`config.mk`:
```
export PLATFORM = sky130hd
export DESIGN_NAME = fir_out_buffer_flat
export DESIGN_NICKNAME = d
export VERILOG_FILES = /design/src/rtl/fir_out_buffer_if.sv /design/src/rtl/fir_out_buffer.sv /design/src/flat_wrapper.sv
export SDC_FILE = /design/constraint.sdc
export NUM_CORES = 1
export LEC_CHECK = 0
export BUFFER_PORTS_ARGS = -buffer_cell sky130_fd_sc_hd__buf_4
export CORE_MARGIN = 2
export CORE_UTILIZATION = 40
export DETAILED_ROUTE_END_ITERATION = 6
export PLACE_DENSITY_LB_ADDON = 0.15
export SETUP_SLACK_MARGIN = 0.05
export SLEW_MARGIN = 25
export SYNTH_ARGS = -nofsm -noshare
export SYNTH_HDL_FRONTEND = slang
export SYNTH_SLANG_ARGS = --single-unit
```
`constraint.sdc`:
```
create_clock -name clk -period 3.4 [get_ports clk]
set_clock_uncertainty 0.2 [all_clocks]
set_input_delay 0.85 -clock clk [delete_from_list [all_inputs] [get_ports clk]]
set_output_delay 0.85 -clock clk [all_outputs]
set_load 0.005 [all_outputs]
```
`src/rtl/fir_out_buffer_if.sv`:
```
// Ready/valid stream carrying buffered FIR samples to a downstream consumer.
interface fir_out_buffer_if #(
  parameter int DATA_WIDTH = 16
);
  logic                  m_valid;
  logic [DATA_WIDTH-1:0] m_data;
  logic                  m_ready;

  modport master (output m_valid, output m_data, input m_ready);
  modport slave  (input m_valid, input m_data, output m_ready);
endinterface

```
`src/rtl/fir_out_buffer.sv`:
```
// Captures a backpressure-free FIR output stream into a small FIFO and replays it
// on a ready/valid master port; counts samples lost when the FIFO is full.
module fir_out_buffer #(
  parameter int DATA_WIDTH = 16,
  parameter int DEPTH      = 8,
  parameter int CNT_WIDTH  = 16
) (
  input  logic                       clk,
  input  logic                       rst,
  input  logic                       i_valid_in,
  input  logic [DATA_WIDTH-1:0]      i_data_in,
  fir_out_buffer_if.master           m_if,
  output logic                       o_full,
  output logic                       o_empty,
  output logic [$clog2(DEPTH):0]     o_level,
  output logic                       o_overflow,
  output logic [CNT_WIDTH-1:0]       o_drop_count,
  input  logic                       i_clear_ovf
);
  localparam int AW = $clog2(DEPTH);
  localparam int LW = AW + 1;
  localparam logic [LW-1:0]        LVL_FULL = LW'(DEPTH);
  localparam logic [CNT_WIDTH-1:0] CNT_MAX  = {CNT_WIDTH{1'b1}};

  logic [DATA_WIDTH-1:0] r_mem [DEPTH];
  logic [AW-1:0]         r_rd_ptr;
  logic [AW-1:0]         r_wr_ptr;
  logic [LW-1:0]         r_level;
  logic                  r_overflow;
  logic [CNT_WIDTH-1:0]  r_drop_count;

  logic w_empty;
  logic w_full;
  logic w_pop;
  logic w_accept;
  logic w_drop;

  assign w_empty  = (r_level == {LW{1'b0}});
  assign w_full   = (r_level == LVL_FULL);
  assign w_pop    = !w_empty && m_if.m_ready;
  // A full FIFO still accepts when the head leaves on the same edge.
  assign w_accept = i_valid_in && (!w_full || w_pop);
  assign w_drop   = i_valid_in && w_full && !w_pop;

  always_ff @(posedge clk) begin
    if (w_accept) begin
      r_mem[r_wr_ptr] <= i_data_in;
    end
  end

  always_ff @(posedge clk) begin
    if (rst) begin
      r_rd_ptr <= {AW{1'b0}};
      r_wr_ptr <= {AW{1'b0}};
      r_level  <= {LW{1'b0}};
    end else begin
      if (w_pop) begin
        r_rd_ptr <= r_rd_ptr + AW'(1);
      end
      if (w_accept) begin
        r_wr_ptr <= r_wr_ptr + AW'(1);
      end
      case ({w_accept, w_pop})
        2'b10:   r_level <= r_level + LW'(1);
        2'b01:   r_level <= r_level - LW'(1);
        default: r_level <= r_level;
      endcase
    end
  end

  // A drop on the same edge as clear_ovf wins and restarts the count at one.
  always_ff @(posedge clk) begin
    if (rst) begin
      r_overflow   <= 1'b0;
      r_drop_count <= {CNT_WIDTH{1'b0}};
    end else if (w_drop) begin
      r_overflow <= 1'b1;
      if (i_clear_ovf) begin
        r_drop_count <= CNT_WIDTH'(1);
      end else if (r_drop_count != CNT_MAX) begin
        r_drop_count <= r_drop_count + CNT_WIDTH'(1);
      end else begin
        r_drop_count <= r_drop_count;
      end
    end else if (i_clear_ovf) begin
      r_overflow   <= 1'b0;
      r_drop_count <= {CNT_WIDTH{1'b0}};
    end else begin
      r_overflow   <= r_overflow;
      r_drop_count <= r_drop_count;
    end
  end

  always_comb begin
    m_if.m_valid = !w_empty;
    m_if.m_data  = {DATA_WIDTH{1'b0}};
    if (!w_empty) begin
      m_if.m_data = r_mem[r_rd_ptr];
    end else begin
      m_if.m_data = {DATA_WIDTH{1'b0}};
    end
  end

  assign o_full       = w_full;
  assign o_empty      = w_empty;
  assign o_level      = r_level;
  assign o_overflow   = r_overflow;
  assign o_drop_count = r_drop_count;
endmodule

```
`src/flat_wrapper.sv`:
```
// flat-port wrapper written by rule: the top's interface ports become plain ports
module fir_out_buffer_flat 
#(
  parameter int DATA_WIDTH = 16,
  parameter int DEPTH      = 8,
  parameter int CNT_WIDTH  = 16
)
  (clk, rst, i_valid_in, i_data_in, o_full, o_empty, o_level, o_overflow, o_drop_count, i_clear_ovf, m_if_m_valid, m_if_m_data, m_if_m_ready);
  fir_out_buffer_if #(.DATA_WIDTH(DATA_WIDTH)) m_if_i ();
  input  logic clk;
  input  logic rst;
  input  logic i_valid_in;
  input  logic [DATA_WIDTH-1:0] i_data_in;
  output logic o_full;
  output logic o_empty;
  output logic [$clog2(DEPTH):0] o_level;
  output logic o_overflow;
  output logic [CNT_WIDTH-1:0] o_drop_count;
  input  logic i_clear_ovf;
  output wire logic [$bits(m_if_i.m_valid)-1:0] m_if_m_valid;
  output wire logic [$bits(m_if_i.m_data)-1:0] m_if_m_data;
  input wire logic [$bits(m_if_i.m_ready)-1:0] m_if_m_ready;
  assign m_if_m_valid = m_if_i.m_valid;
  assign m_if_m_data = m_if_i.m_data;
  assign m_if_i.m_ready = m_if_m_ready;
  fir_out_buffer #(.DATA_WIDTH(DATA_WIDTH), .DEPTH(DEPTH), .CNT_WIDTH(CNT_WIDTH)) u_core (.clk(clk), .rst(rst), .i_valid_in(i_valid_in), .i_data_in(i_data_in), .m_if(m_if_i), .o_full(o_full), .o_empty(o_empty), .o_level(o_level), .o_overflow(o_overflow), .o_drop_count(o_drop_count), .i_clear_ovf(i_clear_ovf));
endmodule
```
==> results of run 1 <==
-- layout make-up --
| cell class | instances | share of cell area |
|---|---|---|
| timing repair buffer | 76 | 0.0775 |
| clock buffer | 24 | 0.0601 |
| tap | 216 | 0.0344 |
| multi-input combinational | 212 | 0.244 |
| clock inverter | 8 | 0.0147 |
| sequential | 158 | 0.567 |
| inverter | 3 | 0.00191 |
-- routing by layer --
layer  GRT usage  share of wire
met2       0.265           0.51
met3      0.0354          0.051
met1       0.206           0.43
met5           0              0
met4      0.0601          0.010
-- worst max path at each step --
stage                      startpoint                  to
detailed placement  u_core.o_level[0]   u_core.o_level[2]
global placement             register     m_if_m_data[14]
floorplan                m_if_m_ready  u_core.r_mem[0][0]
CTS                          register     m_if_m_data[14]
global route        u_core.o_level[0]     m_if_m_data[13]
finish              u_core.o_level[0]     m_if_m_data[13]
-- metrics by stage --
step | setup WS (ns) | cell area (sq um) | instances | hold slack [ns] | utilization
2_1_floorplan | 0.157 | 6420 | 392 | 0.267 | -
3_3_place_gp | 0.566 | 7240 | 665 | 0.268 | 0.459
3_5_place_dp | 0.508 | 7240 | 665 | 0.281 | 0.459
4_1_cts | 0.117 | 7830 | 697 | 0.291 | 0.497
5_1_grt | 0.152 | 7850 | 697 | 0.301 | 0.497
6_report | 0.304 | 7850 | 697 | 0.288 | 0.497
-- placed cells by master (no fill, tap or decap), types with 5 or more instances in the layout --
master	n
nand3_1	8
nor2b_1	5
nor2_1	32
nand2b_1	6
clkbuf_1	5
or3_1	9
dfxtp_1	29
clkbuf_16	17
edfxtp_1	128
mux4_2	32
buf_4	73
nand2_1	22
a21oi_1	10
mux2i_1	28
-- timing repair --
item,in CTS,in global routing
resized for setup,0,2
endpoints found under the setup margin,0,15
buffers inserted,0,0
-- Yosys cell counts, drive strengths merged --
cell type | number | share of area
o41ai | 1 | 0.0014
xor2 | 3 | 0.0041
nand4 | 2 | 0.0019
nand2b | 6 | 0.0058
or2 | 1 | 0.00098
and3 | 3 | 0.0029
a211o | 1 | 0.0014
a211oi | 4 | 0.0047
clkinv | 1 | 0.00058
nor4 | 3 | 0.0029
and4 | 1 | 0.0014
ha | 4 | 0.0078
nor2b | 5 | 0.0049
a2111o | 2 | 0.0035
or3 | 9 | 0.0088
nor3 | 8 | 0.0062
o31ai | 2 | 0.0023
mux2 | 2 | 0.0035
o21a | 1 | 0.0012
nand3 | 8 | 0.0062
o21ai | 4 | 0.0031
xnor2 | 2 | 0.0027
a31oi | 3 | 0.0029
a2111oi | 1 | 0.0014
nor4b | 2 | 0.0027
mux2i | 28 | 0.044
clkbuf | 11 | 0.0064
a41oi | 1 | 0.0014
nand2 | 22 | 0.013
nor2 | 32 | 0.019
and2 | 1 | 0.00098
inv | 2 | 0.0012
a21oi | 10 | 0.0078
or4b | 2 | 0.0037
edfxtp | 128 | 0.60
buf | 8 | 0.0060
a311oi | 1 | 0.0014
dfxtp | 30 | 0.094
o211ai | 2 | 0.0023
mux4 | 32 | 0.11
or4 | 3 | 0.0035
-- flip-flops by register name, summed over array words and instances, names as in the netlist, named ones only --
name,count
u_core.o_drop_count,16
u_core.r_rd_ptr,3
u_core.r_mem,128
u_core.o_overflow,1
u_core.o_level,4
u_core.r_wr_ptr,3
-- tightest hold or removal path: stages (launching register included) --
cell,delay [ns]
dfxtp_1,0.31
nand2b_1,0.07
a21oi_1,0.06
-- where the power goes --
group / switching (mW) / internal (mW) / total [mW]
logic: 0.399 / 0.504 / 0.903
registers: 0.0767 / 2.16 / 2.24
clock network: 0.678 / 1.19 / 1.86
-- kinds of logic after synthesis --
family | after synthesis | share of synthesized area
buf+inv | 22 | 0.0142
compound gates | 33 | 0.0347
fa+ha+maj | 4 | 0.00780
simple gates | 108 | 0.0846
xor+xnor | 5 | 0.00682
flops | 158 | 0.692
mux | 62 | 0.159
==> flow_summary.json, run 1 <==
{
  "status": "complete, no violations",
  "drc_errors": 0,
  "track_usage": 0.159,
  "num_antenna_cells": 0,
  "cts_made_buffers": 17,
  "setup_viol": 0,
  "p_total_mw": 5.00,
  "synth_cells": 392,
  "io-pin-count": 61,
  "min_path_cells": 2,
  "worstPathRequired_ns": 2.35,
  "yosys_warnings": 0,
  "crit_slowest_cell": "or4_1",
  "max-cap-violations": 0,
  "critical_path_cell_count": 4,
  "drt_first_pass_iters": 4,
  "antenna_found_initial": 0,
  "rr_worst_depth": 4,
  "synth-seq-cells": 158,
  "worstMarginPinSlew_ns": 0.815,
  "fin_nets": 493,
  "r2r-start": "u_core.o_level[0]",
  "cts_hold_buf": 0,
  "drt_iter0_drc": 163,
  "vias": 3601,
  "core_sq_um": 15800,
  "area_growth_pct": 22.2,
  "synth_nets": 417,
  "grt_pass1_wl_um": 19700,
  "seqCellArea_sq_um": 4450,
  "critPathLaunchType": "register",
  "path_delay_family": "simple AND/OR/NAND/NOR gates",
  "grt.overflow.total": 0,
  "crit_arrival_ns": 2.05,
  "routedWlPerCell_um": 18.3,
  "clk_latency_ns": 0.41,
  "cts_buffer_depth": 2,
  "clock-sinks": 158,
  "cts_root_buf": "clkbuf_16",
  "p_leak_nw": 2.62,
  "die_w_um": 131,
  "cp_num_buf_inv": 2,
  "end_kind": "output pin",
  "worstSetupPathType": "reg -> out",
  "gp_congestion": 0.763,
  "grt_pass1_vias": 3497,
  "ant_nets": 0,
  "drive_above_1_share": 0.304,
  "r2r-end": "u_core.r_mem[6][3]",
  "rsz0062_at_grt": "false",
  "worstHoldStart": "u_core.o_overflow",
  "worst_ir_drop_vdd_mv": 0.340,
  "wl_um": 12800,
  "via_per_inst": 5.17,
  "die_h_um": 131,
  "h-tree-depth": 4,
  "syn_area_sq_um": 6420,
  "initial_utilization": 0.407,
  "multi_input_area_sq_um": 1920,
  "max_freq_mhz": 323,
  "holdPathEnd": "u_core.o_overflow",
  "p_per_area_nw_per_um2": 638,
  "io_buffers": 60,
  "critPathMaxStageDelay_ns": 0.63,
  "hold_viol": 0,
  "tritoncts": "done",
  "dp.final_hpwl_um": 7840,
  "yosysSeqAreaShare": 0.692,
  "dieArea_sq_um": 17100,
  "grt_max_degree": 33,
  "tns_ns": 0,
  "fin_crit_sh": 0.911,
  "hp-class": "reg -> reg",
  "avgSynthCellArea_sq_um": 16.4,
  "r2r_slack_ns": 0.72,
  "min_period_ns": 3.10,
  "rows": 46,
  "critPathMaxFanout": 17,
  "slew_viol_final": 0,
  "cts.clk_slew.worst_paths_ns": 0.06,
  "path_cells": "or4_1, clkinvlp_4, nor2_1, buf_4",
  "fillers": 1362,
  "relSlewSlack": 0.454,
  "ys_types": 44
}
No activity file was read; power rests on OpenSTA's default activity.
==> run 2, diff against run 1 <==
CELL_PAD_IN_SITES_DETAIL_PLACEMENT = 0   (was unset)
CELL_PAD_IN_SITES_GLOBAL_PLACEMENT = 1   (was unset)
==> flow_summary.json, run 2 (same netlist as run 1, synthesis figures left out) <==
{
  "status": "complete, no violations",
  "via_per_inst": 5.17,
  "track_usage": 0.162,
  "worstMarginPinSlew_ns": 0.829,
  "cts_setup_buffers": 0,
  "cts_made_buffers": 17,
  "critPathLaunchType": "register",
  "crit_arrival_ns": 2.11,
  "routedWlPerCell_um": 18.5,
  "p_seq_frac": 0.451,
  "setup_viol": 0,
  "met3_usage": 0.0415,
  "dieArea_sq_um": 17100,
  "globalRoute.busiestLayer": "met2",
  "antenna_found_initial": 0,
  "crit_top_cell": "buf_4",
  "cp_num_buf_inv": 2,
  "tns_ns": 0,
  "end_kind": "output pin",
  "min_period_ns": 3.16,
  "fin_nets": 493,
  "final_cell_mix": "128 x edfxtp_1, 76 x buf_4, 32 x nor2_1, 32 x mux4_2, 29 x dfxtp_1",
  "critPathMaxFanout": 22,
  "grt_pass1_wl_um": 19900,
  "die_w_um": 131,
  "utilization": 0.493,
  "wl_um": 12900,
  "area_growth_pct": 21.2,
  "hold_viol": 0,
  "fin_crit_sh": 0.930,
  "clock-sinks": 158,
  "clk_latency_ns": 0.42,
  "hp-class": "reg -> reg",
  "tritoncts": "done",
  "max_freq_mhz": 316,
  "p_int_mw": 3.65,
  "top_register": "u_core.r_mem",
  "rsz0062_at_grt": "false",
  "num_antenna_cells": 0,
  "max-cap-violations": 0,
  "layout_commonest_cell": "edfxtp_1",
  "critPathMaxStageDelay_ns": 0.57,
  "worstSetupPathType": "reg -> out",
  "p_leak_nw": 2.59,
  "clockPowerShare": 0.364,
  "relSlewSlack": 0.441,
  "drive_above_1_share": 0.318,
  "cts.clk_slew.worst_paths_ns": 0.06,
  "drt_iter0_drc": 281,
  "slew_viol_final": 0,
  "path_cells": "buf_4, mux4_2, mux2i_1, nor2_1, buf_4",
  "gp_congestion": 0.718,
  "met1_usage": 0.210,
  "worst_ir_drop_vdd_mv": 0.316,
  "p_per_area_nw_per_um2": 628,
  "worstPathRequired_ns": 2.35,
  "rows": 46,
  "dp.final_hpwl_um": 8050,
  "h-tree-depth": 4,
  "cts_buffer_depth": 2,
  "cts_root_buf": "clkbuf_16",
  "placed_area_sq_um": 7210,
  "core_sq_um": 15800,
  "crit_slowest_cell": "mux4_2",
  "grt_max_degree": 33,
  "switching_share": 0.254,
  "largest_reg_flops": 128,
  "drt_first_pass_iters": 4,
  "fillers": 1386,
  "grt_pass1_vias": 3598,
  "io-pin-count": 61,
  "path_delay_family": "multiplexers",
  "design_area_sq_um": 7780,
  "whs_ns": 0.282,
  "vias": 3602,
  "ant_nets": 0,
  "grt_use_met2": 0.260,
  "p_sw_mw": 1.24,
  "combPwrFrac": 0.185,
  "die_h_um": 131,
  "initial_utilization": 0.407,
  "io_buffers": 60,
  "p_total_mw": 4.89,
  "drc_errors": 0,
  "grt.overflow.total": 0
}
-- run 2: cell types whose count changed in the layout (fill, tap and decap cells not counted), sizes merged --
| cell | previous run | this run |
|---|---|---|
| bufinv | 3 | 1 |
| clkinvlp | 2 | 5 |
| clkinv | 4 | 6 |
| inv | 2 | 6 |
| clkbuf | 24 | 17 |
-- run 2: timing repair --
item                                    in CTS  in global routing
hold buffers                                 0                  0
endpoints found under the setup margin       0                  4
hold endpoints to repair                     0                  0
gates resized for setup                      0                  1
-- run 2: power groups by stage --
stage               clock network, mW  logic (mW)  registers (mW)
floorplan                           0       0.572            2.23
global placement                    0       0.918            2.24
detailed placement                  0       0.925            2.24
CTS                              1.83       0.926            2.20
global route                     1.91        1.00            2.21
finish                           1.78       0.904            2.20
-- run 2: per-layer routing --
metal  part of all wire  vias to the layer above
met5                  0                        -
met4              0.018                        0
met3              0.040                       18
met2               0.48                       78
met1               0.46                     1801
li1                   -                     1705
-- run 2: area by class of cell --
| cell class | count | area (sq um) | area share |
|---|---|---|---|
| clock buffers | 17 | 425 | 0.0547 |
| clock inverters | 15 | 136 | 0.0175 |
| inverters | 3 | 15.0 | 0.00193 |
| multi-input cells | 212 | 1920 | 0.246 |
| flip-flops and latches | 158 | 4450 | 0.571 |
| well taps | 216 | 270 | 0.0347 |
| repair buffers | 76 | 571 | 0.0733 |
-- run 2: worst reg2reg max path: cells and delay by family, from the launching register on --
kind | cells | cell delay [ns]
compound gates | 1 | 0.68
buf+inv | 1 | 0.28
flops | 1 | 0.39
simple gates | 2 | 0.89
-- run 2: path summary, 6_finish.rpt --
kind | startpoint | to | slack, ns | cells after the start
worst max-delay path | register | m_if_m_data[9] | 0.24 | 5
worst min-delay path | u_core.o_overflow | u_core.o_overflow | 0.28 | 2
worst max register to register | u_core.o_level[0] | u_core.r_mem[6][11] | 0.70 | 4
worst min register to register | u_core.o_overflow | u_core.o_overflow | 0.28 | 2
-- run 2: metrics by stage --
step / std cells / worst slack [ns]
after floorplan: 392 / 0.157
after global routing: 697 / 0.0847
after global placement: 665 / 0.579
final: 697 / 0.237
after CTS: 697 / 0.117
after detailed placement: 665 / 0.447
==> run 3, diff against run 2 <==
clock period = 3.5 ns   (was 3.4 ns; I/O delays follow)
==> flow_summary.json, run 3 (same netlist as run 1, synthesis figures left out) <==
{
  "status": "complete, no violations",
  "topRoutingLayerUsed": "met4",
  "num_antenna_cells": 0,
  "io-pin-count": 61,
  "min_period_ns": 3.08,
  "grt.overflow.total": 0,
  "multi_input_area_sq_um": 1920,
  "rsz0062_at_grt": "false",
  "fin_nets": 494,
  "die_h_um": 131,
  "dp.final_hpwl_um": 7950,
  "cts_setup_buffers": 0,
  "whs_ns": 0.278,
  "ant_nets": 0,
  "worstSetupPathType": "reg -> out",
  "relSlewSlack": 0.468,
  "end_kind": "output pin",
  "met1Wirelength_um": 5780,
  "tns_ns": 0,
  "critPathLaunchType": "register",
  "seqCellArea_sq_um": 4450,
  "max-cap-violations": 0,
  "worstPathRequired_ns": 2.42,
  "p_per_area_nw_per_um2": 598,
  "dr_wl_met2_um": 6410,
  "crit_slowest_cell": "mux4_2",
  "drt_iter0_drc": 271,
  "cts_hold_buf": 0,
  "grt_max_degree": 33,
  "critPathMaxStageDelay_ns": 0.55,
  "initial_utilization": 0.407,
  "routedWlPerCell_um": 18.4,
  "grt_pass1_wl_um": 20300,
  "top_register": "u_core.r_mem",
  "cts_root_buf": "clkbuf_16",
  "h-tree-depth": 4,
  "worst_ir_drop_vdd_mv": 0.344,
  "largest_reg_flops": 128,
  "cts.clk_slew.worst_paths_ns": 0.06,
  "design_area_sq_um": 7760,
  "tritoncts": "done",
  "cts_resized": 0,
  "slew_viol_final": 0,
  "cts_made_buffers": 17,
  "hp-class": "reg -> reg",
  "wl_um": 12900,
  "finalNonFillerCells": 698,
  "wl_met3_um": 519,
  "place_inst": 666,
  "gp_congestion": 0.716,
  "core_sq_um": 15800,
  "vias": 3590,
  "layout_commonest_cell": "edfxtp_1",
  "placed_area_sq_um": 7240,
  "path_cells": "buf_12, mux4_2, mux2i_1, nor2_1, buf_4",
  "track_usage": 0.164,
  "fillers": 1400,
  "p_leak_nw": 2.58,
  "die_w_um": 131,
  "fin_crit_sh": 0.879,
  "antenna_found_initial": 0,
  "drc_errors": 0,
  "grt_pass1_vias": 3694,
  "cp_num_buf_inv": 2,
  "critPathMaxFanout": 32,
  "dieArea_sq_um": 17100,
  "clock-sinks": 158,
  "io_buffers": 60,
  "clk_latency_ns": 0.42,
  "setup_viol": 0,
  "cts_buffer_depth": 2,
  "worstMarginPinSlew_ns": 0.796,
  "hold_viol": 0,
  "max_freq_mhz": 325,
  "final_cell_mix": "128 x edfxtp_1, 75 x buf_4, 32 x nor2_1, 32 x mux4_2, 29 x dfxtp_1",
  "via_per_inst": 5.14,
  "crit_arrival_ns": 2.00,
  "drive_above_1_share": 0.303,
  "drt_first_pass_iters": 4,
  "path_delay_family": "multiplexers",
  "rows": 46,
  "area_growth_pct": 21.0
}
## run 3: changes by cell type in the layout (fill, tap and decap cells not counted), moves of 2 or more
cell        before  now
buf_12           0    2
clkbuf_1         0    4
clkinv_1         0    4
clkinvlp_4       5    3
inv_6            4    1
## run 3: worst paths after layout
| check | startpoint | cells after the start | slack, ns | endpoint |
|---|---|---|---|---|
| worst min-delay path | u_core.o_overflow | 2 | 0.28 | u_core.o_overflow |
| worst max-delay path | register | 5 | 0.42 | m_if_m_data[15] |
| worst min register to register | u_core.o_overflow | 2 | 0.28 | u_core.o_overflow |
| worst max register to register | u_core.o_level[0] | 4 | 1.00 | u_core.o_drop_count[12] |
## run 3: report_power, final
group | internal, mW | leakage [nW] | total (mW) | switching, mW
sequential | 2.10 | 1.41 | 2.14 | 0.0491
clock | 0.899 | 0.240 | 1.59 | 0.694
combinational | 0.485 | 0.929 | 0.902 | 0.417
total | 3.48 | 2.58 | 4.64 | 1.16
## run 3: worst min-delay path: stages (launching register included)
cell and delay (ns):
dfxtp_1 0.31, nand2b_1 0.06, a21oi_1 0.05
## run 3: routing by layer
metal / up-vias / GRT usage
li1: 1709 / -
met3: 15 / 0.0415
met1: 1785 / 0.213
met4: 0 / 0.0732
met2: 81 / 0.263
met5: - / 0
## run 3: final cells by class
type / instances / area share
multi-input cells: 212 / 0.248
inverters: 3 / 0.00145
well taps: 216 / 0.0348
repair buffers: 77 / 0.0777
clock buffers: 21 / 0.0567
flip-flops and latches: 158 / 0.573
clock inverters: 11 / 0.00902
## run 3: stage by stage
stage | util | total power, mW | setup WS (ns)
detailed placement | 0.459 | 3.11 | 0.590
CTS | 0.491 | 4.71 | 0.360
global placement | 0.459 | 3.10 | 0.650
floorplan | - | 2.72 | 0.232
finish | 0.492 | 4.64 | 0.422
global route | 0.492 | 4.88 | 0.294
